`config.mk`:
```
export PLATFORM = sky130hd
export DESIGN_NAME = remote_req_fifo
export DESIGN_NICKNAME = d
export VERILOG_FILES = /design/src/rtl/remote_req_fifo.sv
export SDC_FILE = /design/constraint.sdc
export NUM_CORES = 1
export LEC_CHECK = 0
export CORE_MARGIN = 4
export CORE_UTILIZATION = 40
export CTS_CLUSTER_SIZE = 14
export DETAILED_ROUTE_END_ITERATION = 10
export PLACE_DENSITY = 0.71
export SYNTH_ARGS = -nofsm -noshare
export SYNTH_HDL_FRONTEND = slang
export SYNTH_SLANG_ARGS = --single-unit
```
`constraint.sdc`:
```
create_clock -name clk_i -period 2.54 [get_ports clk_i]
set_input_delay 0.762 -clock clk_i [delete_from_list [all_inputs] [get_ports clk_i]]
set_output_delay 0.762 -clock clk_i [all_outputs]
set_load 0.03 [all_outputs]
```
`src/rtl/remote_req_fifo.sv`:
```
// Purpose : circular-buffer queue between core remote requests and network_tx; exports occupancy for fence logic.
// Latency : 1 cycle enqueue-to-head; 0 cycles when REMOTE_REQ_FIFO_BYPASS_EN is defined and the queue is empty.
// Backpres: req_yumi_o = req_v_i & ~full (never depends on req_yumi_i); head is held until req_yumi_i.
module remote_req_fifo #(
    parameter int req_width_p    = 32,
    parameter int els_p          = 2,
    localparam int count_width_lp = $clog2(els_p + 1),
    localparam int ptr_width_lp   = (els_p > 1) ? $clog2(els_p) : 1
) (
    input  logic                      clk_i,
    input  logic                      reset_i,
    input  logic [req_width_p-1:0]    req_i,
    input  logic                      req_v_i,
    output logic                      req_yumi_o,
    output logic [req_width_p-1:0]    req_o,
    output logic                      req_v_o,
    input  logic                      req_yumi_i,
    output logic [count_width_lp-1:0] count_o,
    output logic                      empty_o,
    output logic                      full_o
);

    localparam logic [ptr_width_lp-1:0]   last_ptr_lp  = ptr_width_lp'(els_p - 1);
    localparam logic [count_width_lp-1:0] full_cnt_lp  = count_width_lp'(els_p);

    logic [req_width_p-1:0]    r_mem [els_p];
    logic [ptr_width_lp-1:0]   r_wptr;
    logic [ptr_width_lp-1:0]   r_rptr;
    logic [count_width_lp-1:0] r_count;

    logic w_empty;
    logic w_full;
    logic w_accept;
    logic w_write;
    logic w_pop;
    logic w_req_v;

    // Status flags come only from the registered count
    assign w_empty  = (r_count == '0);
    assign w_full   = (r_count == full_cnt_lp);
    assign w_accept = req_v_i & ~w_full;
    // Only a real stored head can be popped; an illegal yumi on empty is ignored
    assign w_pop    = req_yumi_i & ~w_empty;

`ifdef REMOTE_REQ_FIFO_BYPASS_EN
    // When empty the incoming request is presented directly; if taken this cycle it is not stored
    assign w_req_v = ~w_empty | req_v_i;
    assign req_o   = w_empty ? req_i : r_mem[r_rptr];
    assign w_write = w_accept & ~(w_empty & req_yumi_i);
`else
    assign w_req_v = ~w_empty;
    assign req_o   = r_mem[r_rptr];
    assign w_write = w_accept;
`endif

    assign req_yumi_o = w_accept;
    assign req_v_o    = w_req_v;
    assign count_o    = r_count;
    assign empty_o    = w_empty;
    assign full_o     = w_full;

    // Storage write; contents are opaque and need no reset
    always_ff @(posedge clk_i) begin
        if (w_write) begin
            r_mem[r_wptr] <= req_i;
        end
    end

    // Pointers wrap explicitly at els_p-1; count tracks push/pop, reset wins
    always_ff @(posedge clk_i) begin
        if (reset_i) begin
            r_wptr  <= '0;
            r_rptr  <= '0;
            r_count <= '0;
        end else begin
            if (w_write) begin
                r_wptr <= (r_wptr == last_ptr_lp) ? '0 : r_wptr + 1'b1;
            end
            if (w_pop) begin
                r_rptr <= (r_rptr == last_ptr_lp) ? '0 : r_rptr + 1'b1;
            end
            case ({w_write, w_pop})
                2'b10:   r_count <= r_count + 1'b1;
                2'b01:   r_count <= r_count - 1'b1;
                default: r_count <= r_count;
            endcase
        end
    end

    // Flag a consumer that takes a head that does not exist
    always_ff @(posedge clk_i) begin
        if (!reset_i) begin
            assert (!(req_yumi_i && !w_req_v))
                else $error("remote_req_fifo: req_yumi_i asserted while req_v_o is low");
        end
    end

endmodule

```
After elaboration in Yosys (flattened, before gate mapping)
Memory sizes are Yosys's and may differ from the RTL's. A register that Yosys moved wholly into a read port is not among the register bits. Cells that the tools add are included. W data, S select, Z words.

Flip-flop bits (word level): 4. Input port bits: 36. Output and inout port bits: 38. Memory bits (writable): 64. Word-level logic and storage cells: 24. Memories kept: 1.

Memory list: r_mem (words 2, width 32, read ports 1, clocked after memory_dff 1, write ports 1, RTL line 26) `logic [req_width_p-1:0] r_mem [els_p];`.

Bitwise logic cells: 4. Multiplexer cells: 7. Add/subtract/negate cells: 4. Eq/ne operators: 3. Reductions and logical operators: 2.

Operators with widths (count): $mux W1 (6); $eq A2 B2 Y1 const B (2); $pmux W2 S2 (1); $add A1 B1 Y1 const B (2); $add A2 B1 Y2 const B (1); $and A1 B1 Y1 (2); $eq A2 B1 Y1 const B (1); $logic_not A2 Y1 (1); $not A1 Y1 (2); $reduce_bool A2 Y1 (1); $sub A2 B1 Y2 const B (1).

Depth between registers and ports, before layout
Word-level depth: 5. Mapped depth: 6. Depth with buffers taken out: 6.

Least setup slack after synthesis
OpenSTA, ideal clock, no wires.

Kind: flip-flop to flip-flop. Start point: register r_count[0] (netlist: count_o[0]). End point: memory r_mem[0][0] (enable). Buffers on the path: 0. Stages on the path, launching flop included: 5. Setup time: 387 ps. Arrival: 1855 ps. Slack: 298 ps. Clock period less this slack: 2242 ps. Data required time: 2153 ps. Path through: dfxtp_1 > nand2b_2 > inv_2 > or3_1 > inv_1.

Word-level cells in the longest chain between the ends: 5.

RTL lines: start: declaration (RTL line 29) `logic [count_width_lp-1:0] r_count;`; start signal: assignment (RTL line 83) `2'b10: r_count <= r_count + 1'b1;`; start signal: assignment (RTL line 84) `2'b01: r_count <= r_count - 1'b1;`; start signal: assignment (RTL line 85) `default: r_count <= r_count;`; $eq A2 B2 Y1 (RTL line 40) `assign w_full = (r_count == full_cnt_lp);`; via full_o (RTL line 20) `output logic full_o`; $not A1 Y1 (RTL line 41) `assign w_accept = req_v_i & ~w_full;`; $and A1 B1 Y1 (RTL line 41); $mux W1 (RTL line 64) `if (w_write) begin`; $mux W1 (implied by the code) (RTL line 65) `r_mem[r_wptr] <= req_i;`; end: declaration (RTL line 26).

The timed path passes the listed nets, and every way through them passes these cells.

==> reports/qor.txt <==
DRT Wirelength: 4740 um
Post-Syn Instances: 128
Residual DRC: 0
CTS buffer count: 9
antenna fix cells: 0
number of port buffers: 73
Net Sw Power: 0.00128 W
Final Cycle Share: 0.959
Die X: 87.6 um
dpl cell area: 3410 um^2
critical path class: reg -> out
outcome: complete, no violations
initial antenna violation count: 0
max incr delay on CP: 0.38 ns
Hold Slack: 0.497 ns
DR WL/cell: 16.2 um
Root Buffer Master: clkbuf_8
sequential area share after synthesis: 0.798
CP cell instances: buf_4, mux2_2, dlygate4sd2_1
CTS H-Tree Depth: 3
Reg clk slew, reported paths: 0.07 ns
cell leakage power: 1.30 nW
CP Launch Type: flip-flop
Nets: 250
share of layout cells above drive strength 1: 0.174
RSZ-0062 raised after global routing: false
GR Util All Layers: 0.136
Final setup viols: 0
Die H: 87.6 um
Max-slew headroom: 0.775
#FFs+latches synth: 69
Crit path arrival time: 1.67 ns
Synth top area share: 0.758
Top FF cell, synth: edfxtp_1
final worst setup slack: 0.104 ns
Mapped Area: 2530 um^2
# Max-Cap Violations: 0
Int Pwr: 0.00245 W
TritonCTS clock tree: built
post-route ant nets: 0
top cells by area, synth: edfxtp_1 (76%), mux2_1 (7.6%), mux2_2 (6.7%), dfxtp_1 (3.9%), xnor2_1 (0.69%)
peak supply drop: 748 uV
via count: 1383
Longest Clk Path Bufs: 2
Clock Power Share: 0.225
fin area: 3570 um^2
FMAX: 411 MHz
clk_lat worst skew: 0.33 ns
worst hold path type: reg -> reg
Max stage delay cell, worst path: dfxtp_1
vias in the first global route: 1548
Pwr Density: 1050 nW/um^2
family with the most delay on the worst path: buffers and inverters
post-cts hold buffer count: 0
core area: 6030 um^2
clk_skew: 0.00649 ns
DR iter-0 viols: 44
synthesized area per cell: 19.8 um^2
sw frac: 0.344
Comb power frac: 0.373
number of vias per cell: 4.72
Layout area overhead: 40.7%
most frequent cell after synthesis: edfxtp_1
Post-Syn Nets: 165
WP buf/inv: 2
IO Pins: 74
die area: 7670 um^2
number of failing hold endpoints at the final stage: 0
register share of total power: 0.402
crit end category: primary output
First-pass DRT Iterations: 4
GR Overflow Total: 0
largest net degree at the start of global routing: 33
share of flip-flops with an asynchronous set or reset: 0
Rows: 28
Clock Sinks: 69
routability cong.: 0.706
Setup WS pre-CTS: 0.214 ns
count of pins over their slew limit: 0
final core utilization: 0.592
CP Max Fanout: 12
Initial Util: 0.421
YS warnings: 0
global-route wire length before repair: 7440 um
TNS Setup: 0 ns
Final min period: 2.44 ns
Req. time, crit path: 1.78 ns
post-synth cell types: 20
Commonest cells post-synth: edfxtp_1 (64), mux2_1 (17), mux2_2 (15), dfxtp_1 (5), inv_1 (4)
Post-synth EDFFs: 64
worst-margin pin slew: 0.339 ns
leading area contributor after synthesis: edfxtp_1
hpwl dp: 3240 um
## cell families after synthesis
kind of cell               synth area share
AOI/OAI and AO/OA                    0.0109
xor gates and xnor gates             0.0104
adders and majority gates           0.00494
buffers and inverters                0.0148
DFF                                   0.798
muxes                                 0.142
and+or+nand+nor                      0.0193
## final timing paths
kind	startpoint	end	slack [ns]	cells past startpoint
worst max-delay path	flip-flop	req_o[12]	0.10	3
worst min-delay path	r_wptr$_SDFFE_PP0P_	r_wptr$_SDFFE_PP0P_	0.50	2
worst max register to register	count_o[0]$_SDFFE_PP0P_	r_mem[0][5]$_DFFE_PP_	0.90	5
worst min register to register	r_wptr$_SDFFE_PP0P_	r_wptr$_SDFFE_PP0P_	0.50	2
## through the flow
stage	power [W]	std cells
2_1_floorplan	0.00242	128
3_3_place_gp	0.00306	277
3_5_place_dp	0.00307	277
4_1_cts	0.00379	293
5_1_grt	0.00394	293
6_report	0.00373	293
## worst min-delay path, stage by stage (launching register included)
cell     delay (ns)
dfxtp_1        0.32
o21ai_0        0.07
a21oi_1        0.06
## repair_timing
item | CTS | global route
setup buffers | 0 | 0
endpoints found under the setup margin | 32 | 1
gates resized for setup | 32 | 1
## state kept, by name, indices dropped and copies added, names as in the netlist, named ones only
name,count
count_o,2
r_mem,64
r_rptr,1
r_wptr,1
## cell usage in the layout (no fill, tap or decap), drive strengths merged, types with 2 or more instances in the layout
| master | n |
|---|---|
| edfxtp | 64 |
| clkdlybuf4s50 | 39 |
| dlygate4sd2 | 32 |
| mux2 | 32 |
| clkbuf | 9 |
| buf | 6 |
| dfxtp | 5 |
| inv | 5 |
| clkinv | 4 |
| nor2 | 3 |
| or3 | 2 |
| xnor2 | 2 |
| o21ai | 2 |
| a21oi | 2 |
| clkinvlp | 2 |
## routing by layer
metal  part of all wire  up-vias  track usage
met1               0.40      674        0.155
met4              0.019        0       0.0795
met5                  0        -            0
li1                   -      660            -
met3              0.050        9       0.0423
met2               0.53       40        0.227
## final cells by class
class,count,area (um^2)
Fill cell,501,2460
Sequential cell,69,2020
Timing Repair Buffer,78,766
Multi-Input combinational cell,50,475
Clock buffer,9,124
Tap cell,75,93.8
Clock inverter,7,66.3
Inverter,5,18.8
## power groups by stage
stage / sequential (W) / combinational, W / clock [W]
2_1_floorplan: 0.00154 / 0.000880 / 0
3_3_place_gp: 0.00152 / 0.00154 / 0
3_5_place_dp: 0.00153 / 0.00155 / 0
4_1_cts: 0.00150 / 0.00142 / 0.000870
5_1_grt: 0.00152 / 0.00149 / 0.000931
6_report: 0.00150 / 0.00139 / 0.000839
Note: power is estimated with default switching activity, not from simulation.
